## config.mk

```make
export PLATFORM = sky130hd
export DESIGN_NAME = multi_fade_pwm
export DESIGN_NICKNAME = d
export VERILOG_FILES = /design/src/rtl/multi_fade_pwm.sv
export SDC_FILE = /design/constraint.sdc
export NUM_CORES = 1
export LEC_CHECK = 0
export CAP_MARGIN = 20
export CORE_MARGIN = 8
export CORE_UTILIZATION = 55
export CTS_BUF_LIST = sky130_fd_sc_hd__clkbuf_16
export CTS_CLUSTER_SIZE = 28
export DETAILED_ROUTE_END_ITERATION = 8
export GPL_TIMING_DRIVEN = 0
export PLACE_DENSITY = 0.8
export SETUP_SLACK_MARGIN = 0.2
export SLEW_MARGIN = 20
export SYNTH_ARGS = -nofsm -noshare
export SYNTH_HDL_FRONTEND = slang
export SYNTH_SLANG_ARGS = --single-unit
```

## constraint.sdc

```tcl
create_clock -name i_clk -period 13.9 [get_ports i_clk]
set_input_delay 1.39 -clock i_clk [delete_from_list [all_inputs] [get_ports i_clk]]
set_output_delay 1.39 -clock i_clk [all_outputs]
set_load 0.1 [all_outputs]
```

## src/rtl/multi_fade_pwm.sv

```systemverilog
// Multi-channel LED fader: one prescaled phase accumulator feeds CHANNELS PWM
// outputs at equal phase offsets, each shaped by a selectable waveform.
module multi_fade_pwm #(
  parameter int CHANNELS   = 3,
  parameter int PWM_BITS   = 8,
  parameter int PHASE_BITS = 11,
  parameter int SPEED_BITS = 16
) (
  input  logic                  i_clk,
  input  logic                  i_rst,
  input  logic                  i_enable,
  input  logic [SPEED_BITS-1:0] i_speed,
  input  logic [1:0]            i_mode,
  output logic [CHANNELS-1:0]   o_led,
  output logic                  o_tick,
  output logic [PHASE_BITS-1:0] o_phase
);

  localparam int OFFSET = (2 ** PHASE_BITS) / CHANNELS;
  localparam int SHIFT  = PHASE_BITS - 1 - PWM_BITS;

  logic [SPEED_BITS-1:0] presc_q, presc_d;
  logic [PHASE_BITS-1:0] phase_q, phase_d;
  logic                  tick_q, tick_d;
  logic [PWM_BITS-1:0]   pwm_cnt_q, pwm_cnt_d;
  logic                  pwm_wrap;

  // The >= compare lets a lowered i_speed fire on the very next cycle.
  always_comb begin
    presc_d   = presc_q;
    phase_d   = phase_q;
    tick_d    = 1'b0;
    pwm_cnt_d = pwm_cnt_q + PWM_BITS'(1);
    if (i_enable && (i_speed != '0)) begin
      if (presc_q >= i_speed - SPEED_BITS'(1)) begin
        presc_d = '0;
        tick_d  = 1'b1;
        phase_d = phase_q + PHASE_BITS'(1);
      end else begin
        presc_d = presc_q + SPEED_BITS'(1);
      end
    end
  end

  assign pwm_wrap = (pwm_cnt_q == '1);

  always_ff @(posedge i_clk) begin
    if (i_rst) begin
      presc_q   <= '0;
      phase_q   <= '0;
      tick_q    <= 1'b0;
      pwm_cnt_q <= '0;
    end else begin
      presc_q   <= presc_d;
      phase_q   <= phase_d;
      tick_q    <= tick_d;
      pwm_cnt_q <= pwm_cnt_d;
    end
  end

  generate
    for (genvar gi = 0; gi < CHANNELS; gi++) begin : g_ch
      // Only the top PWM_BITS+1 bits of the channel phase shape the waveform.
      logic [PWM_BITS:0]   ph_top;
      logic [PWM_BITS-1:0] tri_val;
      logic [PWM_BITS-1:0] duty_calc;
      logic [PWM_BITS-1:0] duty_q, duty_d;
      logic                led_q, led_d;

      assign ph_top = (PWM_BITS+1)'((phase_q + PHASE_BITS'(gi * OFFSET)) >> SHIFT);

      always_comb begin
        tri_val   = ph_top[PWM_BITS] ? ~ph_top[PWM_BITS-1:0] : ph_top[PWM_BITS-1:0];
        duty_calc = '0;
        case (i_mode)
          2'd0:    duty_calc = tri_val;
          2'd1:    duty_calc = ph_top[PWM_BITS:1];
          2'd2:    duty_calc = ph_top[PWM_BITS] ? '0 : '1;
          default: duty_calc = PWM_BITS'(({{PWM_BITS{1'b0}}, tri_val} *
                                           {{PWM_BITS{1'b0}}, tri_val}) >> PWM_BITS);
        endcase
        // Duty only changes at the period boundary so a running period is never cut.
        duty_d = pwm_wrap ? duty_calc : duty_q;
        led_d  = i_enable && (pwm_cnt_q < duty_q);
      end

      always_ff @(posedge i_clk) begin
        if (i_rst) begin
          duty_q <= '0;
          led_q  <= 1'b0;
        end else begin
          duty_q <= duty_d;
          led_q  <= led_d;
        end
      end

      assign o_led[gi] = led_q;
    end
  endgenerate

  assign o_tick  = tick_q;
  assign o_phase = phase_q;

endmodule

```

==> summary.txt <==
GRT
  – Vias in the first global route: 8,421
  – Global-route wire length before repair: 40,800 µm
  – GR Util met3: 2.60%
  – Tot GR Track Use: 22.6%
  – Maximum number of pins on one net before global-route repair: 11
  – Peak-usage layer in the global routing report: met2
  – Met1 layer usage reported by global route: 29.9%
  – Met2 layer usage reported by global route: 36.9%
  – Remaining Overflow, GRT: 0
  – Number of antenna violations at the first check in global routing: 0

STA
  – Clk_skew: 0.00850 ns
  – Post-Route Setup TNS: 0 ns
  – Final hold violations: 0
  – Worst Max-Slew Pin Slew: 1.03 ns
  – Achievable frequency: 128 MHz
  – Setup repair after global routing missed its margin: false
  – Period utilization: 56.2%
  – Worst hold margin: 0.464 ns
  – Number of failing setup endpoints in the final timing report: 0
  – Final max-slew violation count: 0
  – Worst slew margin relative to its limit: 29.3%
  – Post-route minimum period: 7.82 ns

Setup path
  – Arr. time, crit path: 8.07 ns
  – Worst Path Max Fanout: 10
  – Critical path type: reg2reg
  – Endpoint kind of the worst setup timing path: flop
  – Launching element type of the critical path: flop
  – Req. time, crit path: 14.15 ns

Synth
  – Post-synthesis adder-cell area fraction: 31.6%
  – Number of synthesized flops with an enable pin: 0
  – Multiplexer fraction of the synthesized cell area: 1.30%
  – Async S/R FF share, synth: 0%
  – Sequential share of the synthesized area: 13.2%
  – #FFs+latches synth: 63
  – Number of unique standard cell types used by synthesis: 68
  – Cell Area, Synth: 9520 µm²
  – Fraction of synthesized cell area in xor and xnor cells: 8.74%
  – Area fraction in and, or, nand and nor cells after synthesis: 18.7%
  – Synthesized area per cell: 7.75 µm²
  – Yosys synthesis warning count: 0
  – Post-synthesis instance total: 1,228
  – Main combinational cell family by area after synthesis: adder cells
  – Share of the synthesized area in compound gates (AO/OA/AOI/OAI): 17.5%
  – Prevailing post-synth register cell: dfxtp_1
  – Nets in the synthesized netlist: 1,446

Clock network
  – Number of buffers created by CTS: 9
  – Number of buffers inserted by hold repair at cts: 0
  – Post-cts gate resize count: 0
  – Setup repair bufs after CTS: 0
  – Clock net sink count: 63
  – Clock insertion delay at the later pin of the skew report: 0.34 ns
  – Clk buf depth: 2
  – CTS root buf: clkbuf_16
  – Clk slew on worst S/H paths: 0.05 ns
  – TritonCTS clock tree: yes
  – H-tree level count: 3

Placement
  – Count of input and output buffers: 33
  – Gpl congestion: 0.975
  – HPWL after detailed placement: 19,200 µm

Layout
  – Number of inserted diodes: 0
  – Syn-to-layout area delta: 9.40%
  – Most common cell after layout, fill and taps aside: inv_1
  – Number of nets at the end of the flow: 1,490
  – Share of post-route cells with drive strength above 1: 3.45%
  – Most frequent cells in the layout: 156 x inv_1, 135 x nor2_1, 125 x ha_1

Floorplan
  – Cell Rows: 48
  – Die height: 148 µm
  – Starting density of the core: 55.6%
  – Core ar.: 17,100 µm²
  – Die boundary width: 148 µm
  – Die area: 21,800 µm²
  – I/O Pins: 36

Power and ir drop
  – Relative contribution of combinational cells to total power: 11.4%
  – Switching fraction of total power: 24.6%
  – NetSw: 0.000111 W
  – Clock Power Share: 47.5%
  – Peak VDD IR: 58.1 µV
  – Sequential cell fraction of total power: 41.1%
  – Internal Power: 0.000339 W
  – Power per Cell Area: 43.2 nW/µm²
  – Static Leak: 4.76 nW

Detailed routing
  – Total number of vias: 8,720
  – Count of nets left with antenna violations after detail routing: 0
  – DRC violations left: 0
  – DRT iter0 DRCs: 705
  – Wire length after detailed routing: 24,100 µm
  – Average via count per standard cell: 5.81
  – Drt wl/cell: 16.1 µm
  – Pre-Repair DR Iteration Count: 6

Worst hold path
  – Hold Crit Class: reg2reg

Job
  – Reported max-cap violation count: 0

Status
  – Result of the run: finished, final reports clean
==> final timing paths <==
path / from / to / slack [ns] / cells after the start
setup / recovery: o_phase[3] / g_ch[1].duty_q[5] / 6.08 / 25
hold / removal: g_ch[0].duty_q[6] / g_ch[0].duty_q[6] / 0.46 / 2
setup reg to reg: o_phase[3] / g_ch[1].duty_q[5] / 6.08 / 25
hold reg to reg: g_ch[0].duty_q[6] / g_ch[0].duty_q[6] / 0.46 / 2
==> cells in the mapped netlist (all sizes together), types with 8 or more instances <==
library cell,instances,area share [%]
o22ai,10,0.66
fa,72,15
buf,17,1.0
nor3,27,1.4
nand2b,19,1.2
xor2,27,2.5
o21ai,73,3.8
mux2i,9,0.95
nor2,135,5.3
o21a,16,1.3
a211oi,24,1.9
or2,8,0.53
nor2b,10,0.66
clkbuf,40,1.6
nand2,103,4.1
xnor2,68,6.3
a21o,16,1.3
ha,125,16
or3,11,0.72
inv,156,6.1
dfxtp,63,13
and3,9,0.59
nand3,26,1.4
and2,8,0.53
a21oi,58,3.0
o211ai,11,0.87
==> registers in the layout, summed over array words and instances (netlist names) <==
register     count
o_tick           1
pwm_cnt_q        8
g_ch.led_q       3
o_phase         11
g_ch.duty_q     24
presc_q         16
==> metal layers <==
| layer | wire length [µm] | part of all wire [%] | vias up |
|---|---|---|---|
| met5 | 0 | 0 | - |
| met4 | 636 | 2.6 | 0 |
| met3 | 1550 | 6.4 | 56 |
| met2 | 11100 | 46 | 313 |
| met1 | 10900 | 45 | 4125 |
| li1 | - | - | 4226 |
==> logic make-up after synthesis <==
kind of cell | after synthesis
AND/OR/NAND/NOR | 385
AO/OA/AOI/OAI | 259
buffers and inverters | 217
adder cells (fa/ha/maj) | 197
XOR/XNOR | 95
flip-flops | 63
multiplexers | 12
==> power groups by stage <==
stage / Clock (W) / Combinational (W) / Sequential, W
after floorplan: 0 / 0.0000338 / 0.000188
after global placement: 0 / 0.0000494 / 0.000189
after detailed placement: 0 / 0.0000501 / 0.000189
after CTS: 0.000215 / 0.0000508 / 0.000185
after global routing: 0.000224 / 0.0000568 / 0.000185
final: 0.000214 / 0.0000514 / 0.000185
==> per-stage QoR <==
| step | cells | total power [W] | setup slack, ns | util [%] | instance area, µm² |
|---|---|---|---|---|---|
| 6_report | 1501 | 0.000450 | 6.08 | 60.9 | 10400 |
| 5_1_grt | 1501 | 0.000466 | 5.70 | 60.9 | 10400 |
| 4_1_cts | 1501 | 0.000450 | 6.20 | 60.8 | 10400 |
| 3_5_place_dp | 1486 | 0.000239 | 6.25 | 59.2 | 10100 |
| 3_3_place_gp | 1486 | 0.000238 | 6.30 | 59.2 | 10100 |
| 2_1_floorplan | 1228 | 0.000222 | 6.69 | - | 9520 |
==> cell type report <==
cell class,instances,area [µm²]
multi-input combinational,948,7420
fill,1531,6700
sequential,63,1260
inverter,160,601
timing repair buffer,33,330
tap,225,282
buffer,57,248
clock buffer,9,225
clock inverter,6,52.6
==> critical path, stage by stage, from the launching register on <==
cell	delay, ns
dfxtp_1	0.55
clkbuf_1	0.49
inv_1	0.22
ha_1	0.27
a211o_1	0.31
a21oi_1	0.30
o311ai_2	0.29
clkbuf_1	0.35
xnor2_1	0.47
inv_1	0.17
nand2_1	0.13
inv_1	0.06
fa_1	0.46
fa_1	0.54
inv_1	0.05
fa_1	0.50
fa_1	0.54
inv_1	0.04
ha_1	0.32
o21a_1	0.12
o21ai_0	0.14
a31oi_1	0.13
o41a_1	0.42
o21ai_0	0.37
a31oi_1	0.23
a211oi_1	0.25
Note: power is estimated with default switching activity, not from simulation.
